--- config.mk ---
export PLATFORM = sky130hd
export DESIGN_NAME = combat_resolver_flat
export DESIGN_NICKNAME = d
export VERILOG_FILES = /design/src/rtl/combat_resolver_if.sv /design/src/rtl/combat_resolver.sv /design/src/flat_wrapper.sv
export SDC_FILE = /design/constraint.sdc
export NUM_CORES = 1
export LEC_CHECK = 0
export BUFFER_PORTS_ARGS = -buffer_cell sky130_fd_sc_hd__clkbuf_2
export CORE_UTILIZATION = 36
export DETAILED_ROUTE_END_ITERATION = 8
export GPL_ROUTABILITY_DRIVEN = 0
export SLEW_MARGIN = 15
export SYNTH_ARGS = -nofsm -noshare
export SYNTH_HDL_FRONTEND = slang
export SYNTH_SLANG_ARGS = --single-unit
--- constraint.sdc ---
create_clock -name clk -period 2.05 [get_ports clk]
set_input_delay 0.205 -clock clk [delete_from_list [all_inputs] [get_ports clk]]
set_output_delay 0.205 -clock clk [all_outputs]
set_load 0.02 [all_outputs]
--- src/rtl/combat_resolver_if.sv ---
// Unit-side bus between the combat resolver (master) and the two front units (slave).
interface combat_resolver_if #(
   parameter int unsigned POS_W = 9,
   parameter int unsigned DMG_W = 8
);
   logic [POS_W-1:0] ally_pos;
   logic [DMG_W-1:0] ally_dmg;
   logic             ally_dead;
   logic [POS_W-1:0] enemy_pos;
   logic [DMG_W-1:0] enemy_dmg;
   logic             enemy_dead;

   logic             ally_move_scen;
   logic             ally_damage_scen;
   logic [DMG_W-1:0] ally_damage_in;
   logic             enemy_move_scen;
   logic             enemy_damage_scen;
   logic [DMG_W-1:0] enemy_damage_in;

   modport master (
      input  ally_pos, ally_dmg, ally_dead, enemy_pos, enemy_dmg, enemy_dead,
      output ally_move_scen, ally_damage_scen, ally_damage_in,
             enemy_move_scen, enemy_damage_scen, enemy_damage_in
   );

   modport slave (
      output ally_pos, ally_dmg, ally_dead, enemy_pos, enemy_dmg, enemy_dead,
      input  ally_move_scen, ally_damage_scen, ally_damage_in,
             enemy_move_scen, enemy_damage_scen, enemy_damage_in
   );
endinterface

--- src/rtl/combat_resolver.sv ---
// Lane-combat arbiter between the front ally and front enemy unit.
// Per game tick: IDLE -> EVAL (sample units, decide) -> ISSUE (one-cycle strobes) -> IDLE.
// Optional feature macro COMBAT_CRIT_EN: every 8th exchange delivered by a side deals
// doubled (saturating) damage.
module combat_resolver #(
   parameter int unsigned POS_W         = 9,
   parameter int unsigned DMG_W         = 8,
   parameter int unsigned RANGE         = 4,
   parameter int unsigned ATTACK_PERIOD = 4,
   parameter int unsigned LANE_END      = 511
) (
   input  logic               clk,
   input  logic               reset,
   input  logic               i_tick,
   combat_resolver_if.master  m_unit,
   output logic               o_ally_breach,
   output logic               o_enemy_breach,
   output logic               o_overrun,
   output logic               o_busy
);
   localparam int unsigned CD_W = (ATTACK_PERIOD > 1) ? $clog2(ATTACK_PERIOD) : 1;

   localparam logic [1:0] S_IDLE  = 2'd0;
   localparam logic [1:0] S_EVAL  = 2'd1;
   localparam logic [1:0] S_ISSUE = 2'd2;

   logic [1:0]       r_state, w_state_nxt;
   logic             r_busy;
   logic [CD_W-1:0]  r_cd;
   logic             r_ally_move, r_enemy_move;
   logic             r_ally_dscen, r_enemy_dscen;
   logic [DMG_W-1:0] r_ally_din, r_enemy_din;
   logic             r_ally_breach, r_enemy_breach, r_overrun;

   logic [POS_W-1:0] w_diff;
   logic             w_contact, w_ally_goal, w_enemy_goal, w_suppress;
   logic             w_exch_go, w_ally_move, w_enemy_move;
   logic [DMG_W-1:0] w_to_ally, w_to_enemy;

   // Next-state logic
   always_comb begin
      w_state_nxt = r_state;
      case (r_state)
         S_IDLE:  if (i_tick) w_state_nxt = S_EVAL;
         S_EVAL:  w_state_nxt = S_ISSUE;
         S_ISSUE: w_state_nxt = S_IDLE;
         default: w_state_nxt = S_IDLE;
      endcase
   end

   // State register and busy flag
   always_ff @(posedge clk or posedge reset) begin
      if (reset) begin
         r_state <= S_IDLE;
         r_busy  <= 1'b0;
      end else begin
         r_state <= w_state_nxt;
         r_busy  <= (w_state_nxt != S_IDLE);
      end
   end

   // Engagement decision from the unit inputs sampled during EVAL
   always_comb begin
      w_diff       = POS_W'(m_unit.ally_pos - m_unit.enemy_pos);
      // an ally that has slipped below the enemy still counts as contact (no pass-through)
      w_contact    = !m_unit.ally_dead && !m_unit.enemy_dead &&
                     ((m_unit.ally_pos < m_unit.enemy_pos) || (w_diff <= POS_W'(RANGE)));
      w_ally_goal  = !w_contact && !m_unit.ally_dead  && (m_unit.ally_pos == '0);
      w_enemy_goal = !w_contact && !m_unit.enemy_dead && (m_unit.enemy_pos == POS_W'(LANE_END));
      // a breach silences the lane, including the tick on which it is detected
      w_suppress   = r_ally_breach || r_enemy_breach || w_ally_goal || w_enemy_goal;
      w_exch_go    = w_contact && (r_cd == '0) && !w_suppress;
      w_ally_move  = !w_contact && !m_unit.ally_dead  && !w_suppress;
      w_enemy_move = !w_contact && !m_unit.enemy_dead && !w_suppress;
   end

`ifdef COMBAT_CRIT_EN
   logic [2:0] r_ally_crit, r_enemy_crit;

   function automatic logic [DMG_W-1:0] f_double_sat(input logic [DMG_W-1:0] d);
      logic [DMG_W:0] dbl;
      dbl = {d, 1'b0};
      return dbl[DMG_W] ? '1 : dbl[DMG_W-1:0];
   endfunction

   // Per-side exchange counters; counter value 7 marks the 8th delivered exchange
   always_ff @(posedge clk or posedge reset) begin
      if (reset) begin
         r_ally_crit  <= 3'd0;
         r_enemy_crit <= 3'd0;
      end else if (r_state == S_EVAL && w_exch_go) begin
         r_ally_crit  <= r_ally_crit + 3'd1;
         r_enemy_crit <= r_enemy_crit + 3'd1;
      end
   end

   // Damage dealt by each side, doubled on its critical exchange
   always_comb begin
      w_to_enemy = (r_ally_crit  == 3'd7) ? f_double_sat(m_unit.ally_dmg)  : m_unit.ally_dmg;
      w_to_ally  = (r_enemy_crit == 3'd7) ? f_double_sat(m_unit.enemy_dmg) : m_unit.enemy_dmg;
   end
`else
   // Damage passes straight through
   always_comb begin
      w_to_enemy = m_unit.ally_dmg;
      w_to_ally  = m_unit.enemy_dmg;
   end
`endif

   // Strobe, cooldown and sticky-flag registers
   always_ff @(posedge clk or posedge reset) begin
      if (reset) begin
         r_ally_move    <= 1'b0;
         r_enemy_move   <= 1'b0;
         r_ally_dscen   <= 1'b0;
         r_enemy_dscen  <= 1'b0;
         r_ally_din     <= '0;
         r_enemy_din    <= '0;
         r_cd           <= '0;
         r_ally_breach  <= 1'b0;
         r_enemy_breach <= 1'b0;
         r_overrun      <= 1'b0;
      end else begin
         r_ally_move   <= 1'b0;
         r_enemy_move  <= 1'b0;
         r_ally_dscen  <= 1'b0;
         r_enemy_dscen <= 1'b0;
         r_ally_din    <= '0;
         r_enemy_din   <= '0;
         if (r_state == S_EVAL) begin
            r_ally_move    <= w_ally_move;
            r_enemy_move   <= w_enemy_move;
            r_ally_dscen   <= w_exch_go;
            r_enemy_dscen  <= w_exch_go;
            r_ally_din     <= w_exch_go ? w_to_ally  : '0;
            r_enemy_din    <= w_exch_go ? w_to_enemy : '0;
            r_ally_breach  <= r_ally_breach  | w_enemy_goal;
            r_enemy_breach <= r_enemy_breach | w_ally_goal;
            if (!w_contact)
               r_cd <= '0;
            else if (r_cd == CD_W'(ATTACK_PERIOD - 1))
               r_cd <= '0;
            else
               r_cd <= r_cd + CD_W'(1);
         end
         if (i_tick && r_state != S_IDLE)
            r_overrun <= 1'b1;
      end
   end

   assign m_unit.ally_move_scen    = r_ally_move;
   assign m_unit.enemy_move_scen   = r_enemy_move;
   assign m_unit.ally_damage_scen  = r_ally_dscen;
   assign m_unit.enemy_damage_scen = r_enemy_dscen;
   assign m_unit.ally_damage_in    = r_ally_din;
   assign m_unit.enemy_damage_in   = r_enemy_din;
   assign o_ally_breach            = r_ally_breach;
   assign o_enemy_breach           = r_enemy_breach;
   assign o_overrun                = r_overrun;
   assign o_busy                   = r_busy;
endmodule

--- src/flat_wrapper.sv ---
// flat-port wrapper written by rule: the top's interface ports become plain ports
module combat_resolver_flat 
#(
   parameter int unsigned POS_W         = 9,
   parameter int unsigned DMG_W         = 8,
   parameter int unsigned RANGE         = 4,
   parameter int unsigned ATTACK_PERIOD = 4,
   parameter int unsigned LANE_END      = 511
)
  (clk, reset, i_tick, o_ally_breach, o_enemy_breach, o_overrun, o_busy, m_unit_ally_pos, m_unit_ally_dmg, m_unit_ally_dead, m_unit_enemy_pos, m_unit_enemy_dmg, m_unit_enemy_dead, m_unit_ally_move_scen, m_unit_ally_damage_scen, m_unit_ally_damage_in, m_unit_enemy_move_scen, m_unit_enemy_damage_scen, m_unit_enemy_damage_in);
  combat_resolver_if #(.POS_W(POS_W), .DMG_W(DMG_W)) m_unit_i ();
  input  logic clk;
  input  logic reset;
  input  logic i_tick;
  output logic o_ally_breach;
  output logic o_enemy_breach;
  output logic o_overrun;
  output logic o_busy;
  input wire logic [$bits(m_unit_i.ally_pos)-1:0] m_unit_ally_pos;
  input wire logic [$bits(m_unit_i.ally_dmg)-1:0] m_unit_ally_dmg;
  input wire logic [$bits(m_unit_i.ally_dead)-1:0] m_unit_ally_dead;
  input wire logic [$bits(m_unit_i.enemy_pos)-1:0] m_unit_enemy_pos;
  input wire logic [$bits(m_unit_i.enemy_dmg)-1:0] m_unit_enemy_dmg;
  input wire logic [$bits(m_unit_i.enemy_dead)-1:0] m_unit_enemy_dead;
  output wire logic [$bits(m_unit_i.ally_move_scen)-1:0] m_unit_ally_move_scen;
  output wire logic [$bits(m_unit_i.ally_damage_scen)-1:0] m_unit_ally_damage_scen;
  output wire logic [$bits(m_unit_i.ally_damage_in)-1:0] m_unit_ally_damage_in;
  output wire logic [$bits(m_unit_i.enemy_move_scen)-1:0] m_unit_enemy_move_scen;
  output wire logic [$bits(m_unit_i.enemy_damage_scen)-1:0] m_unit_enemy_damage_scen;
  output wire logic [$bits(m_unit_i.enemy_damage_in)-1:0] m_unit_enemy_damage_in;
  assign m_unit_i.ally_pos = m_unit_ally_pos;
  assign m_unit_i.ally_dmg = m_unit_ally_dmg;
  assign m_unit_i.ally_dead = m_unit_ally_dead;
  assign m_unit_i.enemy_pos = m_unit_enemy_pos;
  assign m_unit_i.enemy_dmg = m_unit_enemy_dmg;
  assign m_unit_i.enemy_dead = m_unit_enemy_dead;
  assign m_unit_ally_move_scen = m_unit_i.ally_move_scen;
  assign m_unit_ally_damage_scen = m_unit_i.ally_damage_scen;
  assign m_unit_ally_damage_in = m_unit_i.ally_damage_in;
  assign m_unit_enemy_move_scen = m_unit_i.enemy_move_scen;
  assign m_unit_enemy_damage_scen = m_unit_i.enemy_damage_scen;
  assign m_unit_enemy_damage_in = m_unit_i.enemy_damage_in;
  combat_resolver #(.POS_W(POS_W), .DMG_W(DMG_W), .RANGE(RANGE), .ATTACK_PERIOD(ATTACK_PERIOD), .LANE_END(LANE_END)) u_core (.clk(clk), .reset(reset), .i_tick(i_tick), .m_unit(m_unit_i), .o_ally_breach(o_ally_breach), .o_enemy_breach(o_enemy_breach), .o_overrun(o_overrun), .o_busy(o_busy));
endmodule
# After elaboration in Yosys (flattened, before gate mapping)

Index checks and enable logic that the tools add are counted.

Output and inout port bits: 24
Logic and storage cells: 55
Bits of input ports: 39
Bits in registers: 27

Equality and inequality tests: 3
Add/sub/neg operators: 2
$lt $le $gt $ge: 2
Reductions and logical operators: 24
Bitwise gates (word level): 2
Muxes and demuxes: 11

Operator list:

| kind                  | number |
|---|---|
| $mux W8               | 4 |
| $logic_and A1 B1 Y1   | 11 |
| $eq A9 B9 Y1 const B  | 1 |
| $le A9 B3 Y1 const B  | 1 |
| $logic_not A9 Y1      | 1 |
| $lt A9 B9 Y1          | 1 |
| $sub A9 B9 Y9         | 1 |
| $mux W2               | 3 |
| $logic_not A1 Y1      | 4 |
| $logic_not A2 Y1      | 2 |
| $logic_or A1 B1 Y1    | 4 |
| $pmux W2 S2           | 1 |
| $reduce_bool A2 Y1    | 2 |
| $mux W1               | 3 |
| $add A2 B1 Y2 const B | 1 |
| $eq A2 B1 Y1 const B  | 1 |
| $eq A2 B2 Y1 const B  | 1 |
| $or A1 B1 Y1          | 2 |

# Depth between registers and ports, before layout

Gate-level depths: netlist of the first run.

Depth in word-level cells: 13
Mapped depth: 11
Gate-level depth less buffers: 10

# Worst setup path before layout of the first run

OpenSTA, ideal clock, no wires.

Path type: input -> register
Start point: input m_unit_ally_pos[0]
End point: register u_core.r_cd[1]
Path slack: -329 ps
Path buffers: 1
Arrival: 2,283 ps
Stages: 11
Required time: 1,954 ps
Library setup time: 96 ps
Cells stage by stage: inv_1 > ha_1 > inv_1 > fa_1 > nor2b_1 > o22ai_1 > a311o_1 > a211o_1 > o31a_2 > buf_6 > o32ai_4

Longest elaborated chain between the ends: 5
Elaborated cells on any way between the ends: 6
Those cells by class: add/sub: 1; order compare: 2; mux: 1; reduce/logical: 2

Ends and longest elaborated chain:

| element                | RTL line               | RTL |
|---|---|---|
| start: declaration     | flat_wrapper.sv:19     | `input wire logic [$bits(m_unit_i.ally_pos)-1:0] m_unit_ally_pos;` |
| $sub A9 B9 Y9          | combat_resolver.sv:64  | `w_diff = POS_W'(m_unit.ally_pos - m_unit.enemy_pos);` |
| $le A9 B3 Y1           | combat_resolver.sv:67  | `((m_unit.ally_pos < m_unit.enemy_pos) \|\| (w_diff <= POS_W'(RANGE)));` |
| $logic_or A1 B1 Y1 *   | combat_resolver.sv:67  |  |
| $logic_and A1 B1 Y1 *  | combat_resolver.sv:66  | `w_contact = !m_unit.ally_dead && !m_unit.enemy_dead &&` |
| $mux W2 *              | combat_resolver.sv:139 | `if (!w_contact)` |
| end signal: assignment | combat_resolver.sv:144 | `r_cd <= r_cd + CD_W'(1);` |
| end: declaration       | combat_resolver.sv:29  | `logic [CD_W-1:0] r_cd;` |

Every way passes the cells marked *; elsewhere a longest branch is shown, timed or not.
A chain may end at the register's enable or synchronous reset.

# Final worst setup path of the first run

Start point: input m_unit_ally_pos[0]
End point: register u_core.r_cd[0]

Same word-level chain as after synthesis.

==> results.py, run 1 <==
metrics = {
    "die": {
        "core_area_mm2": 0.00414,
        "rows": 23,
        "dieArea_mm2": 0.00474,
        "start_util_pct": 38.8,
        "ioPinCount": 63,
        "die_height_um": 68.9,
        "die_w_um": 68.9,
    },
    "worst_setup_path": {
        "reg2reg_depth": 5,
        "rr_startpoint": "u_core.r_state[0]$_DFF_PP0_",
        "cp-start-kind": "primary input",
        "ff2ff_setup_slack_ps": 520,
        "cp.arrival_ps": 2390,
        "cp_max_fo": 7,
        "cp.required_ps": 2230,
        "crit_path_end_kind": "flop",
        "reg2reg_to": "u_core.m_unit.enemy_damage_in[7]$_DFF_PP0_",
        "path_class": "primary input to flop",
    },
    "placement": {
        "hpwl_um": 3230,
        "port_buffers": 62,
        "placed_cells": 288,
    },
    "drt": {
        "drt_iter0_drc": 78,
        "viasPerCell": 4.92,
        "ant_nets": 0,
        "drt_first_pass_iters": 4,
        "drt-total-wl_um": 4050,
        "drc": 0,
        "wire_per_inst_um": 13.5,
        "routed-via-count": 1477,
    },
    "timing": {
        "fin_ws_ps": -166,
        "rsz0062_at_grt": "yes",
        "skew_ps": 2.48,
        "tns_ps": -2260,
        "drv_slew": 0,
        "hold_ws_ps": 162,
        "worst_slew_margin_rel_pct": 58.6,
        "tightestPinTransition_ps": 621,
        "max_clock_freq_mhz": 451,
        "hold_viol_final": 0,
        "finalSetupViolCount": 23,
        "post-route-period-util_pct": 108,
        "period_needed_ps": 2220,
    },
    "cts": {
        "worstSkewPairLatency_ps": 270,
        "cts_tree": "built",
        "numCtsBuffers": 3,
        "clkSinkCount": 27,
        "cts_root_buf": "clkbuf_8",
        "clk_pin_slew_ps": 90,
        "clockBufferDepth": 2,
        "cts_max_level": 1,
    },
    "synthesis": {
        "syn-instance-count": 149,
        "synth_seq_area_share_pct": 42.0,
        "syn_nets": 200,
        "yosys_warnings": 0,
        "synth_cell_types": 44,
        "netlist_area_mm2": 0.00161,
        "ys.flop_type": "dfrtp_1",
        "ys_async_sr_fraction_pct": 100,
        "avgSynthCellArea_um2": 10.8,
        "synth-edff-count": 0,
        "ys_ff_latch": 27,
    },
    "finish": {
        "layout_commonest_cell": "clkbuf_2",
        "drive_gt1_share_pct": 53.2,
        "layout_common_cells": "clkbuf_2, buf_4, dfrtp_1, nor3b_2, inv_1",
        "layoutNonFillerInstCount": 300,
        "areaGrowthSynthToFinish_pct": 50.7,
        "num-nets-final": 302,
        "multiInputGateArea_um2": 928,
        "final_util_pct": 58.5,
        "nFillCells": 356,
        "ff_latch_area_um2": 676,
        "diodes": 0,
    },
    "min_path": {
        "min_from": "m_unit_ally_dmg[7]",
        "whs_path_depth": 2,
        "hold_path.class": "primary input to flop",
        "whs_endpoint": "u_core.m_unit.enemy_damage_in[7]$_DFF_PP0_",
    },
    "power_and_ir_drop": {
        "leakage_nw": 1.23,
        "total_power_mw": 1.35,
        "vdd_ir_drop_max_mv": 0.240,
        "p_per_area_mw_per_mm2": 555,
    },
    "global_routing": {
        "grt_usage_pct": 18.0,
        "antenna_found_initial": 0,
        "grt_pass1_wl_um": 6330,
        "grt_max_degree": 18,
        "grt.overflow.total": 0,
        "grt_pass1_vias": 1474,
    },
    "outcome": {
        "status": "finished, violations left",
        "violations": "setup timing",
    },
    "run": {
        "maxCapViolCount": 0,
    },
}
## final cells by class
| class | count | share of cell area (%) |
|---|---|---|
| clock inverters | 1 | 0.310 |
| inverters | 17 | 3.15 |
| repair buffers | 101 | 26.1 |
| clock buffers | 3 | 1.70 |
| multi-input cells | 101 | 38.3 |
| flip-flops and latches | 27 | 27.9 |
| well taps | 50 | 2.58 |
## stage by stage
| step | cell area [µm²] | setup WS [ps] |
|---|---|---|
| floorplan | 1640 | -279 |
| global placement | 2200 | -627 |
| detailed placement | 2200 | -754 |
| CTS | 2370 | -180 |
| global route | 2420 | -257 |
| finish | 2420 | -166 |
## cells in the mapped netlist, types with 2 or more instances
library cell / count / area (µm²)
nand2b_1: 2 / 12.5
nor2_1: 9 / 33.8
nand3b_1: 2 / 15.0
xnor2_1: 2 / 17.5
a32oi_1: 2 / 17.5
nand4_1: 2 / 12.5
o21a_1: 6 / 45.0
ha_1: 11 / 138
nor4_1: 3 / 18.8
or4_1: 2 / 15.0
nor3b_2: 9 / 113
o21ai_0: 5 / 25.0
nand2_1: 4 / 15.0
a21oi_1: 3 / 15.0
nor3b_1: 9 / 67.6
o211ai_1: 2 / 15.0
nor2b_1: 3 / 18.8
inv_1: 16 / 60.1
o41ai_1: 2 / 17.5
and2_1: 2 / 12.5
a21o_1: 2 / 15.0
dfrtp_1: 27 / 676
buf_6: 3 / 33.8
## power breakdown
part,leakage (nW),internal [mW],switching (mW)
sequential,0.366,0.556,0.0148
combinational,0.844,0.232,0.233
clock,0.0217,0.138,0.172
total,1.23,0.926,0.420
## repair_timing
item	CTS	global route
hold buffers	1	0
cloned	1	0
gates resized for setup	12	7
endpoints found under the hold margin	16	0
setup endpoints to repair	21	23
pin swaps	9	3
buffers inserted	3	3
## flip-flops by register name (all words and copies together), names as in the netlist
name / count
u_core.m_unit.ally_damage_in: 8
u_core.m_unit.enemy_damage_in: 8
u_core.r_cd: 2
u_core.r_state: 2
u_core.m_unit.ally_damage_scen: 1
u_core.m_unit.ally_move_scen: 1
u_core.m_unit.enemy_move_scen: 1
u_core.o_ally_breach: 1
u_core.o_busy: 1
u_core.o_enemy_breach: 1
u_core.o_overrun: 1
## critical path, cell delays in order
cell and delay, ps:
clkbuf_16 120, inv_12 30, ha_4 150, inv_2 50
fa_2 420, nor2b_1 120, o22ai_1 90, a311o_1 270
a211o_1 260, o31a_4 350, o41ai_4 330
## how the worst max path moves through the flow
| stage | cells past startpoint | start | slack (ps) | end |
|---|---|---|---|---|
| floorplan | 11 | m_unit_ally_pos[0] | -280 | u_core.r_cd[1]$_DFFE_PP0P_ |
| global placement | 12 | m_unit_ally_pos[0] | -630 | u_core.m_unit.enemy_damage_in[5]$_DFF_PP0_ |
| detailed placement | 11 | m_unit_ally_pos[0] | -750 | u_core.r_cd[0]$_DFFE_PP0P_ |
| CTS | 11 | m_unit_ally_pos[0] | -180 | u_core.r_cd[0]$_DFFE_PP0P_ |
| global route | 11 | m_unit_ally_pos[0] | -260 | u_core.r_cd[0]$_DFFE_PP0P_ |
| finish | 11 | m_unit_ally_pos[0] | -170 | u_core.r_cd[0]$_DFFE_PP0P_ |
## metal layers
layer  vias up  global-route usage (%)  wire, µm
met5         -                       0         0
met4         0                    6.63        79
met3         8                    2.96       173
met2        40                    31.6      2070
met1       684                    21.9      1730
li1        745                       -         -
## cells by family after synthesis
kind of cell               synth area share (%)
AOI/OAI and AO/OA                          16.6
DFF                                        42.0
xor gates and xnor gates                   1.09
and+or+nand+nor                            23.1
adders and majority gates                  9.80
buffers and inverters                      6.76
muxes                                     0.700
Power figures use the tool's default switching activity.
==> inputs of run 2 (changes only) <==
SETUP_SLACK_MARGIN = 0.3   (was default)
==> run 2 against run 1 <==
The flow still finishes with violations (setup timing). Utilization rose by 0.72 points. Wire length rose by 7.6%. Register-to-register slack improved by 50 ps. Critical path depth did not move. Combinational power rose by 3%. Clock power barely moved. Die area did not move. Critical path type unchanged. Final cell count did not move. Non-clock buffer count did not move.
==> results.py, run 2 (synthesized netlist as in run 1, its figures left out) <==
metrics = {
    "outcome": {
        "status": "finished, violations left",
        "violations": "setup timing",
    },
    "finish": {
        "multiInputGateArea_um2": 940,
        "areaGrowthSynthToFinish_pct": 52.6,
        "ff_latch_area_um2": 676,
        "num-nets-final": 302,
        "nFillCells": 347,
        "diodes": 0,
        "layout_commonest_cell": "clkbuf_2",
        "drive_gt1_share_pct": 53.6,
        "layout_common_cells": "clkbuf_2, buf_4, dfrtp_1, nor3b_2, inv_1",
    },
    "global_routing": {
        "antenna_found_initial": 0,
        "grt.overflow.total": 0,
        "grt_pass1_wl_um": 6670,
        "grt_max_degree": 18,
        "grt_usage_pct": 19.1,
        "grt_pass1_vias": 1531,
    },
    "timing": {
        "finalSetupViolCount": 23,
        "tightestPinTransition_ps": 637,
        "hold_viol_final": 0,
        "period_needed_ps": 2270,
        "drv_slew": 0,
        "max_clock_freq_mhz": 441,
        "skew_ps": 4.12,
        "fin_ws_ps": -215,
        "worst_slew_margin_rel_pct": 57.5,
        "tns_ps": -3560,
        "post-route-period-util_pct": 110,
        "hold_ws_ps": 170,
        "rsz0062_at_grt": "yes",
    },
    "drt": {
        "ant_nets": 0,
        "drt_iter0_drc": 68,
        "drt_first_pass_iters": 4,
        "drt-total-wl_um": 4360,
        "routed-via-count": 1537,
        "drc": 0,
        "wire_per_inst_um": 14.5,
        "viasPerCell": 5.12,
    },
    "worst_setup_path": {
        "rr_startpoint": "u_core.r_state[0]$_DFF_PP0_",
        "path_class": "primary input to flop",
        "cp-start-kind": "primary input",
        "cp.required_ps": 2240,
        "cp.arrival_ps": 2450,
        "cp_max_fo": 6,
        "ff2ff_setup_slack_ps": 570,
        "reg2reg_depth": 5,
        "crit_path_end_kind": "flop",
        "reg2reg_to": "u_core.m_unit.ally_damage_in[0]$_DFF_PP0_",
    },
    "power_and_ir_drop": {
        "vdd_ir_drop_max_mv": 0.341,
        "p_per_area_mw_per_mm2": 555,
        "leakage_nw": 1.24,
        "total_power_mw": 1.36,
    },
    "die": {
        "core_area_mm2": 0.00414,
        "ioPinCount": 63,
        "rows": 23,
        "die_w_um": 68.9,
        "dieArea_mm2": 0.00474,
        "start_util_pct": 38.8,
        "die_height_um": 68.9,
    },
    "min_path": {
        "whs_endpoint": "u_core.m_unit.enemy_damage_in[1]$_DFF_PP0_",
        "min_from": "m_unit_ally_dmg[1]",
        "hold_path.class": "primary input to flop",
        "whs_path_depth": 2,
    },
    "cts": {
        "cts_tree": "built",
        "clk_pin_slew_ps": 100,
        "cts_root_buf": "clkbuf_8",
        "clockBufferDepth": 2,
        "numCtsBuffers": 3,
        "clkSinkCount": 27,
        "cts_max_level": 1,
        "worstSkewPairLatency_ps": 270,
    },
    "placement": {
        "port_buffers": 62,
        "hpwl_um": 3300,
    },
    "run": {
        "maxCapViolCount": 0,
    },
}
-- run 2: cell counts in the layout (fill, tap and decap cells not counted) --
No cell type changed its count.
-- run 2: worst max path at each step --
stage	startpoint	to	slack, ps	cells past startpoint
after floorplan	m_unit_ally_pos[0]	u_core.r_cd[1]$_DFFE_PP0P_	-280	11
after global placement	m_unit_ally_pos[0]	u_core.m_unit.enemy_damage_in[4]$_DFF_PP0_	-630	12
after detailed placement	m_unit_ally_pos[0]	u_core.r_cd[0]$_DFFE_PP0P_	-800	11
after CTS	m_unit_ally_pos[0]	u_core.m_unit.ally_damage_in[6]$_DFF_PP0_	-180	12
after global routing	m_unit_ally_pos[0]	u_core.r_cd[1]$_DFFE_PP0P_	-300	12
final	m_unit_ally_pos[0]	u_core.r_cd[1]$_DFFE_PP0P_	-220	11
-- run 2: repair_timing --
item,4_1_cts,5_1_grt
setup buffers,5,1
gates resized for setup,13,13
endpoints found under the hold margin,3,0
endpoints found under the setup margin,23,23
pin swaps,6,8
hold buffers,1,0
cloned,1,0
-- run 2: area by class of cell --
cell class	count	share of cell area (%)
Multi-Input combinational cell	101	38.3
Sequential cell	27	27.5
Timing Repair Buffer	101	26.6
Inverter	17	3.11
Tap cell	50	2.55
Clock buffer	3	1.68
Clock inverter	1	0.306
-- run 2: through the flow --
| stage | worst slack [ps] | util [%] | std cells | area [µm²] |
|---|---|---|---|---|
| 2_1_floorplan | -279 | - | 149 | 1640 |
| 3_3_place_gp | -626 | 53.2 | 288 | 2200 |
| 3_5_place_dp | -804 | 53.2 | 288 | 2200 |
| 4_1_cts | -184 | 57.7 | 299 | 2390 |
| 5_1_grt | -300 | 59.2 | 300 | 2450 |
| 6_report | -215 | 59.2 | 300 | 2450 |
-- run 2: critical path, stage by stage --
cell       delay, ps
clkbuf_16        130
inv_12            40
ha_4             120
inv_2             40
fa_2             360
and3_1           220
o41ai_2          320
nand2_1          220
o31a_4           450
buf_6            150
o32ai_4          190
-- run 2: metal layers --
layer  routed length, µm  global-route usage [%]  up-vias
met5                   0                       0        -
met4                  63                    7.14        0
met3                 177                    2.63        8
met2                2300                    34.2       50
met1                1820                    23.0      736
li1                    -                       -      743
-- run 2: power breakdown --
group          internal, mW  leakage (nW)  switching (mW)
registers             0.557         0.366          0.0150
clock network         0.138        0.0217           0.174
logic                 0.236         0.853           0.242
